### src/rtl/regwr_arbiter.sv
`default_nettype none
// ============================================================================
//  Module   : regwr_arbiter
//  Purpose  : Shares the register file's single write port between three
//             producers (memory load return, shift unit, ALU writeback).
//             Keeps a load scoreboard and raises Stall when decode reads a
//             register that still has a load outstanding.
//  Revision : 1.0 - initial release
//
//  Ports
//    Clk, Reset                 clock (rising edge), synchronous active-low reset
//    AluReq/AluAddr/AluData     ALU write request             -> AluGrant
//    MemReq/MemAddr/MemData     load-return write request     -> MemGrant
//    ShReq/ShData               shift-unit request, writes R7 -> ShGrant
//    Reserve/ReserveAddr        load issued: mark register busy
//    RaddrA/RaddrB              decode read addresses         -> Stall
//    ResvErr                    sticky: Reserve hit a busy register
//    WriteEn/Waddr/DataIn       registered write port to the register file
//
//  Configuration
//    REGWR_RR_EN  defined   : round-robin Mem -> Sh -> Alu -> Mem
//                 undefined : fixed priority Mem > Sh > Alu
// ============================================================================
module regwr_arbiter #(
    parameter int W = 8,
    parameter int D = 4
) (
    input  logic         Clk,
    input  logic         Reset,
    input  logic         AluReq,
    input  logic [D-1:0] AluAddr,
    input  logic [W-1:0] AluData,
    output logic         AluGrant,
    input  logic         MemReq,
    input  logic [D-1:0] MemAddr,
    input  logic [W-1:0] MemData,
    output logic         MemGrant,
    input  logic         ShReq,
    input  logic [W-1:0] ShData,
    output logic         ShGrant,
    input  logic         Reserve,
    input  logic [D-1:0] ReserveAddr,
    input  logic [D-1:0] RaddrA,
    input  logic [D-1:0] RaddrB,
    output logic         Stall,
    output logic         ResvErr,
    output logic         WriteEn,
    output logic [D-1:0] Waddr,
    output logic [W-1:0] DataIn
);

    localparam int         c_NREG     = 2**D;
    localparam logic [D-1:0] c_SH_ADDR = D'(7);

    // Winner encoding; also used as the round-robin pointer encoding.
    localparam logic [1:0] c_SEL_MEM  = 2'd0;
    localparam logic [1:0] c_SEL_SH   = 2'd1;
    localparam logic [1:0] c_SEL_ALU  = 2'd2;
    localparam logic [1:0] c_SEL_NONE = 2'd3;

    logic [c_NREG-1:0] r_busy;
    logic              r_resvErr;
    logic              r_writeEn;
    logic [D-1:0]      r_waddr;
    logic [W-1:0]      r_dataIn;

    logic              w_memElig;
    logic              w_shElig;
    logic              w_aluElig;
    logic [1:0]        w_sel;
    logic              w_memGrant;
    logic              w_shGrant;
    logic              w_aluGrant;
    logic              w_anyGrant;
    logic [D-1:0]      w_wAddr;
    logic [W-1:0]      w_wData;
    logic [c_NREG-1:0] w_setMask;
    logic [c_NREG-1:0] w_clrMask;
    logic [c_NREG-1:0] w_busyNext;
    logic              w_resvConflict;

    // A load return is always eligible: it is what releases a busy register,
    // so holding it off could deadlock the scoreboard.
    assign w_memElig = MemReq;
    assign w_shElig  = ShReq  & ~r_busy[c_SH_ADDR];
    assign w_aluElig = AluReq & ~r_busy[AluAddr];

`ifdef REGWR_RR_EN
    // ------------------------------------------------------------------
    // Round-robin: r_ptr names the requester with highest priority.
    // ------------------------------------------------------------------
    logic [1:0] r_ptr;
    logic [1:0] w_ptrNext;

    // State register
    always_ff @(posedge Clk) begin
        if (!Reset) begin
            r_ptr <= c_SEL_MEM;
        end else begin
            r_ptr <= w_ptrNext;
        end
    end

    // Winner selection, rotating the search order from the pointer
    always_comb begin
        w_sel = c_SEL_NONE;
        case (r_ptr)
            c_SEL_SH: begin
                if      (w_shElig)  w_sel = c_SEL_SH;
                else if (w_aluElig) w_sel = c_SEL_ALU;
                else if (w_memElig) w_sel = c_SEL_MEM;
            end
            c_SEL_ALU: begin
                if      (w_aluElig) w_sel = c_SEL_ALU;
                else if (w_memElig) w_sel = c_SEL_MEM;
                else if (w_shElig)  w_sel = c_SEL_SH;
            end
            default: begin
                if      (w_memElig) w_sel = c_SEL_MEM;
                else if (w_shElig)  w_sel = c_SEL_SH;
                else if (w_aluElig) w_sel = c_SEL_ALU;
            end
        endcase
    end

    // Next-state: pointer moves past the winner, holds when idle
    always_comb begin
        w_ptrNext = r_ptr;
        case (w_sel)
            c_SEL_MEM: w_ptrNext = c_SEL_SH;
            c_SEL_SH:  w_ptrNext = c_SEL_ALU;
            c_SEL_ALU: w_ptrNext = c_SEL_MEM;
            default:   w_ptrNext = r_ptr;
        endcase
    end
`else
    // ------------------------------------------------------------------
    // Fixed priority Mem > Sh > Alu; no pointer state.
    // ------------------------------------------------------------------
    always_comb begin
        w_sel = c_SEL_NONE;
        if      (w_memElig) w_sel = c_SEL_MEM;
        else if (w_shElig)  w_sel = c_SEL_SH;
        else if (w_aluElig) w_sel = c_SEL_ALU;
    end
`endif

    // ------------------------------------------------------------------
    // Grant outputs; held low for the whole time reset is asserted so a
    // request made during reset is never consumed.
    // ------------------------------------------------------------------
    always_comb begin
        w_memGrant = 1'b0;
        w_shGrant  = 1'b0;
        w_aluGrant = 1'b0;
        if (Reset) begin
            w_memGrant = (w_sel == c_SEL_MEM);
            w_shGrant  = (w_sel == c_SEL_SH);
            w_aluGrant = (w_sel == c_SEL_ALU);
        end
    end

    assign w_anyGrant = w_memGrant | w_shGrant | w_aluGrant;

    // Winner's address/data to be captured into the write port register
    always_comb begin
        w_wAddr = r_waddr;
        w_wData = r_dataIn;
        case (w_sel)
            c_SEL_MEM: begin
                w_wAddr = MemAddr;
                w_wData = MemData;
            end
            c_SEL_SH: begin
                w_wAddr = c_SH_ADDR;
                w_wData = ShData;
            end
            c_SEL_ALU: begin
                w_wAddr = AluAddr;
                w_wData = AluData;
            end
            default: begin
                w_wAddr = r_waddr;
                w_wData = r_dataIn;
            end
        endcase
    end

    // ------------------------------------------------------------------
    // Scoreboard update. Set is applied after clear so a same-cycle
    // Reserve and load return to one address leaves it busy.
    // ------------------------------------------------------------------
    assign w_setMask  = Reserve    ? (c_NREG'(1) << ReserveAddr) : '0;
    assign w_clrMask  = w_memGrant ? (c_NREG'(1) << MemAddr)     : '0;
    assign w_busyNext = (r_busy & ~w_clrMask) | w_setMask;

    // Re-reserving a register whose load is returning this very cycle is legal.
    assign w_resvConflict = Reserve & r_busy[ReserveAddr]
                          & ~(w_memGrant & (MemAddr == ReserveAddr));

    always_ff @(posedge Clk) begin
        if (!Reset) begin
            r_busy    <= '0;
            r_resvErr <= 1'b0;
            r_writeEn <= 1'b0;
            r_waddr   <= '0;
            r_dataIn  <= '0;
        end else begin
            r_busy    <= w_busyNext;
            r_resvErr <= r_resvErr | w_resvConflict;
            r_writeEn <= w_anyGrant;
            if (w_anyGrant) begin
                r_waddr  <= w_wAddr;
                r_dataIn <= w_wData;
            end
        end
    end

    assign MemGrant = w_memGrant;
    assign ShGrant  = w_shGrant;
    assign AluGrant = w_aluGrant;
    assign Stall    = r_busy[RaddrA] | r_busy[RaddrB];
    assign ResvErr  = r_resvErr;
    assign WriteEn  = r_writeEn;
    assign Waddr    = r_waddr;
    assign DataIn   = r_dataIn;

endmodule
`default_nettype wire

### config.mk
export PLATFORM = sky130hd
export DESIGN_NAME = regwr_arbiter
export DESIGN_NICKNAME = d
export VERILOG_FILES = /design/src/rtl/regwr_arbiter.sv
export SDC_FILE = /design/constraint.sdc
export NUM_CORES = 1
export LEC_CHECK = 0
export CORE_AREA = 2 2 69 71
export CTS_BUF_LIST = sky130_fd_sc_hd__clkbuf_16
export DETAILED_ROUTE_END_ITERATION = 8
export DIE_AREA = 0 0 71 73
export PLACE_DENSITY = 0.81
export SLEW_MARGIN = 25
export SYNTH_ARGS = -nofsm -noshare
export SYNTH_HDL_FRONTEND = slang
export SYNTH_SLANG_ARGS = --single-unit
### constraint.sdc
create_clock -name Clk -period 1.9 [get_ports Clk]
set_input_delay 0.19 -clock Clk [delete_from_list [all_inputs] [get_ports Clk]]
set_output_delay 0.19 -clock Clk [all_outputs]
set_load 0.03 [all_outputs]
After elaboration in Yosys (flattened, before gate mapping) --
Cells that the tools add are included.
Storage, ports and cells: register bits after elaboration 30, logic and storage cells 50
Cells by class: magnitude comparators 4, equality and inequality tests 3, shift-type cells 2, muxes and demuxes 18, bitwise gates (word level) 15, reduce and logical (&&, ||, !) cells 3
Operator list (count):
- two-way mux 16 bit | 2
- << shifter 1 x 4 -> 16 bit (first input constant) | 2
- case mux 8 bit (3 select lines) | 1
- < comparator 4 x 5 -> 1 bit (second input constant) | 4
- bitwise AND 16 bit | 1
- binary-select mux 1 bit (select 4 bit) | 4
- inverter 16 bit | 1
- OR 16 bit | 1
- case mux 4 bit (3 select lines) | 1
- two-way mux 1 bit | 8
- bitwise AND 1 bit | 5
- == test 4 bit | 1
- two-way mux 2 bit | 2
- OR 1 bit | 4
- inverter 1 bit | 3
- nonzero test 3 bit | 1
- == test 2 x 1 -> 1 bit (second input constant) | 1
- == test 2 bit (second input constant) | 1
- zero test 2 bit | 1
- AND reduction 2 bit | 1

Longest topological paths before layout --
Gate-level depths: netlist of the first run.
word-level depth 13, depth in mapped cells 6

Least setup slack after synthesis of the first run --
No wires, ideal clock.
path type register to output, from register r_busy[15], to output Stall, arrival time 1.595 ns, path slack 0.115 ns, stages on the path, launching flop included 4, cell sequence dfxtp_1 -> mux4_2 -> mux4_2 -> or2_2
On the way: longest elaborated chain between the ends 3, elaborated cells between the ends (all ways) 5, classes of those cells 4 x mux; 1 x bitwise
RTL lines:
- start, declared | RTL line 61 | logic [c_NREG-1:0] r_busy;
- start signal, assigned | RTL line 209 | r_busy <= w_busyNext;
- binary-select mux 1 bit (select 4 bit) | RTL line 222 | assign Stall = r_busy[RaddrA] | r_busy[RaddrB];
- two-way mux 1 bit (implied by the code) | RTL line 222
- OR 1 bit (*) | RTL line 222
- end, declared | RTL line 45 | output logic Stall,
Mark *: on every way between the ends. The rest lies on a longest branch, timed or not. The select of a mux whose other input is x is not followed.

Final worst setup path of the first run --
Same ends and word-level chain as after synthesis.

==> results of run 1 <==
==> state kept, by name (all words and copies together), names as in the netlist <==
register / count
DataIn: 8
ResvErr: 1
Waddr: 4
WriteEn: 1
r_busy: 16
==> critical path, cell delays in order, from the launching register on <==
cell and delay [ps]:
dfxtp_2 340, mux4_2 490, mux4_2 490, or2_4 240, buf_6 130
==> final timing paths <==
check | startpoint | to | slack [ps] | depth (start not counted)
hold reg to reg | ResvErr$_SDFF_PN0_ | ResvErr$_SDFF_PN0_ | 480 | 2
setup / recovery | r_busy[15]$_SDFF_PN0_ | Stall | -260 | 4
hold / removal | ResvErr$_SDFF_PN0_ | ResvErr$_SDFF_PN0_ | 480 | 2
setup reg to reg | r_busy[10]$_SDFF_PN0_ | DataIn[2]$_SDFFE_PN0P_ | 30 | 6
==> synth_stat cells (2+ instances only) <==
library cell  number
dfxtp_1           30
o221ai_1           9
xor2_1             3
mux4_2            16
clkbuf_1           2
nand3_1            7
buf_2              2
nand2_1           28
mux2i_1           13
nor2_1             8
a21oi_1           21
nor2b_1            4
o21ai_0           20
and3_1             2
and2_1             2
or2_2              3
inv_1             10
nand2b_1           3
==> kinds of logic after synthesis <==
kind of cell	Yosys count	synth area share
mux	32	0.2837
buf+inv	17	0.04053
xor+xnor	4	0.01830
compound gates	54	0.1837
simple gates	63	0.1601
flops	30	0.3137
==> final cells by class <==
cell class	count	area, um2
fill	349	1368
multi-input combinational	153	1285
timing repair buffer	112	1027
sequential	30	613.1
clock buffer	5	125.1
tap	54	67.56
inverter	10	37.54
clock inverter	3	12.51
==> repair_timing <==
action	in CTS	in global routing
endpoints found under the setup margin	10	10
pin swaps	4	7
buffers inserted	4	0
endpoints found under the hold margin	0	0
gates resized for setup	35	11
==> metrics by stage <==
stage	setup WS (ps)	setup TNS [ps]	util	total power, mW
4_1_cts	-259.4	-382.9	0.6913	1.919
2_1_floorplan	115.0	0	-	0.9034
3_3_place_gp	-966.6	-4932	0.6422	1.153
5_1_grt	-292.4	-491.8	0.6985	1.995
6_report	-258.0	-391.0	0.6985	1.914
3_5_place_dp	-1045	-5520	0.6422	1.164
==> layer usage <==
metal / GRT usage / part of all wire
met5: 0 / 0
met1: 0.3181 / 0.38
met4: 0.1132 / 0.023
met3: 0.04972 / 0.069
met2: 0.4465 / 0.52
==> where the power goes <==
part | internal [mW] | switching, mW | total [mW]
clock network | 0.472 | 0.265 | 0.737
registers | 0.663 | 0.0200 | 0.683
logic | 0.268 | 0.227 | 0.495
total | 1.40 | 0.512 | 1.91
==> run metrics, run 1 <==
status finished with violations; failing checks setup timing; DR pass1 iterations 4; Initial Utilization 0.4221; GP Congestion 0.8890; CTS root buffer clkbuf_16; syn nets 250; max_cap viols 0; first-pass GRT wire length 10,360 um; worst path required time 1710 ps; Final setup viols 2; Post-Route Skew 4.364 ps; fin worst setup slack -258.0 ps; number of synthesized flops with an enable pin 0; share of layout cells above drive strength 1 0.3195; # DRC 0; CORE AREA 0.004536 mm2; Min-Delay Path Class reg2reg; crit path time final 2158 ps; Post-synth top flop dfxtp_1; Least-Margin Pin Slew 516.0 ps; average wire per standard cell 17.03 um; worst skew pair latency 270 ps; number of global-route vias before repair 2,089; Final Hold Viols 0; CTS tree built; highest-count cells in the layout ignoring fill and taps clkdlybuf4s50_1, buf_4, nand2_1, a21oi_1; Worst Setup Path Type reg2out; ANT cells 0; largest fanout on the critical path 4; Final ANT Viol Nets 0; synth unique cells 35; post-synthesis sequential area ratio 0.3137; clock-pin slew on the worst setup and hold paths 50 ps; Layout area overhead 65.49%; WP data arrival 1970 ps; CTS Buffer Depth 2; CTS Buf Count 5; die span in y 73 um; most common cell after layout, fill and taps aside clkdlybuf4s50_1; Rows 25; asr flop ratio synth 0; Remaining Overflow, GRT 0; Hold WS 477.5 ps; layout net count 362; unrepaired setup endpoints after global routing true; die width 71 um; Seq cells post-synth 30; Clock Sinks 30; routed wire length 6249 um; pin count of the biggest net entering global routing 20; Final period util 1.136; PortBufs 67; die area 0.005183 mm2; vias per cell 5.706; Global Route Usage Sum 0.2596; Startpoint Class flop; Clock H-tree levels 2; Lkg Pwr 1.273 nW; Synth Warn # 0; vias 2,094; PwrDens 604.2 mW/mm2; Peak VDD IR 497.5 uV; Setup crit end kind output pin; Max Slew Vio Count 0; post-synth top area share 0.3137; Final Non-Filler Cells 367; largest cells by area after synthesis dfxtp_1, mux4_2, mux2i_1, a21oi_1, nand2_1; f_max 0.4634 GHz; cell area after placement 0.002913 mm2; hpwl dp 4763 um; dpl cells 355; normalized max-slew margin 0.6552; hold-fix buffer count after cts 0; initial antenna violation count 0; Syn Inst Count 200; DRT iter0 DRCs 133; syn avg cell area 9.572 um2; fin area 0.003168 mm2; Synth area leader dfxtp_1; Mapped Area 0.001914 mm2; Boundary Pins 68
Power figures use the tool's default switching activity.
==> run 2: changes to the inputs <==
--- a/config.mk
+++ b/config.mk
@@ -9,6 +9,7 @@
 export CTS_BUF_LIST = sky130_fd_sc_hd__clkbuf_16
 export DETAILED_ROUTE_END_ITERATION = 8
 export DIE_AREA = 0 0 71 73
+export GPL_ROUTABILITY_DRIVEN = 1
 export PLACE_DENSITY = 0.81
 export SLEW_MARGIN = 25
 export SYNTH_ARGS = -nofsm -noshare
==> constraint.sdc (replaced) <==
create_clock -name Clk -period 2.46 [get_ports Clk]
set_input_delay 0.246 -clock Clk [delete_from_list [all_inputs] [get_ports Clk]]
set_output_delay 0.246 -clock Clk [all_outputs]
set_load 0.03 [all_outputs]
==> run metrics, run 2 (synthesis gave the netlist of run 1 again) <==
status complete, no violations; setup_tns 0 ps (+391.0 ps); CTS root buffer clkbuf_16; worst path required time 2210 ps (+500 ps); DRT iter0 DRCs 127 (-4.5%); Boundary Pins 68 (unchanged); Hold WS 480.3 ps (+2.872 ps); f_max 0.4132 GHz; CP top delay family multiplexers; worst skew pair latency 280 ps (about the same); unrepaired setup endpoints after global routing false; WP data arrival 2170 ps (+200 ps); Post-CTS Setup Repair Bufs 0 (-4); layout net count 331 (-8.6%); die span in y 73 um (unchanged); Most common cell on crit path mux4_2; slowest CP cell mux4_2; CTS Buffer Depth 2 (unchanged); hpwl dp 4459 um (-6.4%); Remaining Overflow, GRT 0 (unchanged); pin count of the biggest net entering global routing 18 (-10%); Peak VDD IR 336.2 uV (-32%); Reg with most FFs r_busy; CTS Buf Count 5 (unchanged); largest fanout on the critical path 5 (+1); vias per cell 5.693 (-0.22%); number of global-route vias before repair 1,934 (-7.4%); fin worst setup slack 39.88 ps (+297.8 ps); Least-Margin Pin Slew 455.5 ps (-60.51 ps); crit path cell chain mux4_2, mux4_2, or2_2, clkdlybuf4s15_2; clock-pin slew on the worst setup and hold paths 50 ps (about the same); Final period util 0.9838; average wire per standard cell 17.74 um (+4.2%); Initial Utilization 0.4221 (unchanged); largest stage delay on the critical path 490 ps (about the same); Final ANT Viol Nets 0 (unchanged); Max Slew Vio Count 0 (unchanged); Clock Sinks 30 (unchanged); CP Buf/Inv Count 1 (unchanged); highest-count cells in the layout ignoring fill and taps clkdlybuf4s50_1, dfxtp_1, nand2_1, a21oi_1, o21ai_0; # DRC 0 (unchanged); CTS tree built; Final Non-Filler Cells 336 (-8.4%); Final setup viols 0 (-2); share of layout cells above drive strength 1 0.1773 (-0.1422); ANT cells 0 (unchanged); routed wire length 5962 um (-4.6%); Min-Delay Path Class reg2reg; die area 0.005183 mm2 (unchanged); Clock H-tree levels 2 (unchanged); Global Route Usage Sum 0.2459 (-0.01374); Lkg Pwr 1.107 nW (-13%); Worst Setup Path Type reg2out; dpl cells 328 (-7.6%); crit path time final 2420 ps; dpl ws -572.0 ps (+472.8 ps); Rows 25 (unchanged); hold-fix buffer count after cts 0 (unchanged); max_cap viols 0 (unchanged); PortBufs 67 (unchanged); PwrDens 539.0 mW/mm2 (-11%); first-pass GRT wire length 9839 um (-5.0%); most common cell after layout, fill and taps aside clkdlybuf4s50_1; DR pass1 iterations 4 (unchanged); Final Hold Viols 0 (unchanged); max reg flops 16 (unchanged); Layout area overhead 50.91%; vias 1,913 (-8.6%); Startpoint Class flop; CORE AREA 0.004536 mm2 (unchanged); Post-Route Skew 4.645 ps (+0.2816 ps); normalized max-slew margin 0.6957 (+0.04042); initial antenna violation count 0 (unchanged); Core Util, Final 0.6370 (-0.06152); GP Congestion 0.9678 (+8.9%); die width 71 um (unchanged); Setup crit end kind output pin
==> run 2: path summary, 6_finish.rpt <==
kind / from / to / slack, ps / cells past startpoint
setup / recovery: r_busy[15]$_SDFF_PN0_ / Stall / 40 / 4
hold / removal: ResvErr$_SDFF_PN0_ / ResvErr$_SDFF_PN0_ / 480 / 2
setup reg to reg: r_busy[0]$_SDFF_PN0_ / DataIn[4]$_SDFFE_PN0P_ / 540 / 6
hold reg to reg: ResvErr$_SDFF_PN0_ / ResvErr$_SDFF_PN0_ / 480 / 2
==> run 2: final cells by class <==
class	instances	area, um2
clock buffer	5	125.1
clock inverter	3	40.04
fill	380	1647
inverter	10	37.54
multi-input combinational	153	1236
sequential	30	600.6
tap	54	67.56
timing repair buffer	81	782.0
==> run 2: what timing repair did <==
item                                    4_1_cts  5_1_grt
pin swaps                                     0        0
resized for setup                             6        3
endpoints found under the setup margin        1        1
==> run 2: metal layers <==
| layer | share of wire | track usage | routed length [um] |
|---|---|---|---|
| met1 | 0.42 | 0.3034 | 2488 |
| met2 | 0.52 | 0.4299 | 3093 |
| met3 | 0.048 | 0.04282 | 289 |
| met4 | 0.015 | 0.09434 | 91 |
| met5 | 0 | 0 | 0 |
==> run 2: metrics by stage <==
stage               power [mW]  area [um2]
floorplan               0.6978        1914
global placement        0.8686        2725
detailed placement      0.8758        2725
CTS                      1.561        2890
global route             1.610        2889
finish                   1.557        2889
==> run 2: tightest hold or removal path, stage by stage (launching register included) <==
cell and delay [ps]:
dfxtp_1 330, a31oi_1 50, nor2_1 70
==> run 2: report_power, final <==
| group | internal, mW | switching, mW | leakage, nW | total [mW] |
|---|---|---|---|---|
| Sequential | 0.511 | 0.0164 | 0.246 | 0.527 |
| Combinational | 0.179 | 0.160 | 0.777 | 0.340 |
| Clock | 0.473 | 0.218 | 0.0836 | 0.690 |
==> run 3: changes to the inputs <==
--- a/config.mk
+++ b/config.mk
@@ -10,6 +10,7 @@
 export DETAILED_ROUTE_END_ITERATION = 8
 export DIE_AREA = 0 0 71 73
 export GPL_ROUTABILITY_DRIVEN = 1
+export GPL_TIMING_DRIVEN = 0
 export PLACE_DENSITY = 0.81
 export SLEW_MARGIN = 25
 export SYNTH_ARGS = -nofsm -noshare
==> run metrics, run 3 (synthesis gave the netlist of run 1 again) <==
PwrDens 545.7 mW/mm2 (+1.2%); clock network fraction of design power 0.441 (-0.002); Least-Margin Pin Slew 557.0 ps (+101.4 ps); Seq pwr share 0.346 (+0.008); clock-pin slew on the worst setup and hold paths 50 ps (about the same); Final period util 0.9495 (-0.03425); Worst Setup Path Type in2out; # DRC 0 (unchanged); GP Congestion 0.9213 (-4.8%); Clock Sinks 30 (unchanged); Final setup viols 0 (unchanged); Power Total 1.524 mW (-2.1%); worst skew pair latency 280 ps (about the same); largest stage delay on the critical path 620 ps (+130 ps); combinational power share 0.213 (-0.005); Hold WS 333.2 ps (-147.1 ps); Layout area overhead 45.88%; CP top delay family buffers and inverters; Setup crit end kind output pin; Clock H-tree levels 2 (unchanged); WP data arrival 2090 ps (-80 ps); DRT iter0 DRCs 181 (+43%); Final Hold Viols 0 (unchanged); number of global-route vias before repair 1,924 (-0.52%); Post-CTS Setup Repair Bufs 0 (unchanged); f_max 0.4281 GHz (+3.6%); die span in y 73 um (unchanged); CTS Buffer Depth 2 (unchanged); hpwl dp 4225 um (-5.2%); Int Pwr 1.146 mW (-1.5%); PortBufs 66 (-1.5%); Peak VDD IR 362.8 uV (+7.9%); unrepaired setup endpoints after global routing false; die width 71 um (unchanged); worst path required time 2210 ps (about the same); Reg with most FFs r_busy; switch share 0.2482 (-0.005148); die area 0.005183 mm2 (unchanged); Global Route Usage Sum 0.2338 (-0.01208); Post-Route Skew 5.139 ps (+0.4937 ps); CORE AREA 0.004536 mm2 (unchanged); crit path time final 2336 ps (-84.25 ps); max reg flops 16 (unchanged); DR pass1 iterations 4 (unchanged); Initial Utilization 0.4221 (unchanged); largest fanout on the critical path 7 (+2); Lkg Pwr 1.047 nW (-5.3%); Remaining Overflow, GRT 0 (unchanged); Min-Delay Path Class in2reg; normalized max-slew margin 0.6287 (-0.06697); CTS root buffer clkbuf_16; vias per cell 5.869 (+3.1%); Rows 25 (unchanged); first-pass GRT wire length 9239 um (-6.1%); layout net count 323 (-2.4%); routed wire length 5760 um (-3.4%); highest-count cells in the layout ignoring fill and taps clkdlybuf4s50_1, dfxtp_1, nand2_1, a21oi_1, o21ai_0; share of layout cells above drive strength 1 0.1355 (-0.04177); Boundary Pins 68 (unchanged); crit path cell chain clkdlybuf4s50_1, mux4_2, nor2b_4, a2bb2oi_4, nor2_1, dlygate4sd2_1; Max Slew Vio Count 0 (unchanged); CTS Buf Count 5 (unchanged); Final ANT Viol Nets 0 (unchanged); Startpoint Class input port; most common cell after layout, fill and taps aside clkdlybuf4s50_1; slowest CP cell clkdlybuf4s50_1; ANT cells 0 (unchanged); initial antenna violation count 0 (unchanged); max_cap viols 0 (unchanged); average wire per standard cell 17.61 um (-0.73%); status complete, no violations; CP Buf/Inv Count 2 (+1); CTS tree built; pin count of the biggest net entering global routing 11 (-7); vias 1,919 (+0.31%); P_sw 0.3783 mW (-4.1%)
-- run 3: cell types whose count changed in the layout (fill, tap and decap cells not counted), moves of 2 or more --
cell           delta
buf_4            -14
buf_2             +3
clkbuf_1          +2
clkinv_2          -2
dlygate4sd2_1     +2
-- run 3: layer usage --
layer | vias up | wire, um | share of wire | global-route usage
met5 | - | 0 | 0 | 0
met4 | 0 | 158 | 0.027 | 0.1216
met3 | 16 | 439 | 0.076 | 0.04420
met2 | 93 | 3029 | 0.53 | 0.4216
met1 | 918 | 2132 | 0.37 | 0.2626
li1 | 892 | - | - | -
-- run 3: layout make-up --
type                       count  area, um2
clock inverter                 2      33.78
inverter                      10      37.54
multi-input combinational    153       1236
timing repair buffer          66      650.6
clock buffer                   5      125.1
tap                           54      67.56
fill                         392       1743
buffer                         7      40.04
sequential                    30      601.8
-- run 3: what timing repair did --
item	in CTS	in global routing
setup endpoints to repair	2	1
resized for setup	8	6
hold buffers	0	0
-- run 3: power by group through the flow --
stage               sequential, mW  combinational, mW  clock, mW
floorplan                    0.569              0.129          0
CTS                          0.528              0.326      0.681
detailed placement           0.537              0.326          0
finish                       0.528              0.324      0.672
global route                 0.530              0.347      0.707
global placement             0.535              0.321          0
-- run 3: final timing paths --
kind | slack [ps] | start | endpoint | cells past startpoint
max | 120 | AluAddr[1] | AluGrant | 6
min | 330 | AluAddr[0] | Waddr[0]$_SDFFE_PN0P_ | 3
max reg2reg | 570 | r_busy[5]$_SDFF_PN0_ | DataIn[7]$_SDFFE_PN0P_ | 5
min reg2reg | 490 | ResvErr$_SDFF_PN0_ | ResvErr$_SDFF_PN0_ | 2
-- run 3: worst reg2reg max path: cells and delay by family (launching register included) --
family          cells  cell delay [ps]
compound gates      3              740
flops               1              380
mux                 1              540
simple gates        1              150
-- run 3: per-stage QoR --
step	util	std cells	setup WS (ps)	TNS (ps)	cell area, um2
2_1_floorplan	-	200	619.0	0	1914
3_3_place_gp	0.5826	320	-544.4	-730.2	2643
3_5_place_dp	0.5826	320	-577.9	-766.7	2643
4_1_cts	0.6171	327	9.668	0	2799
5_1_grt	0.6157	327	34.18	0	2793
6_report	0.6157	327	124.1	0	2793
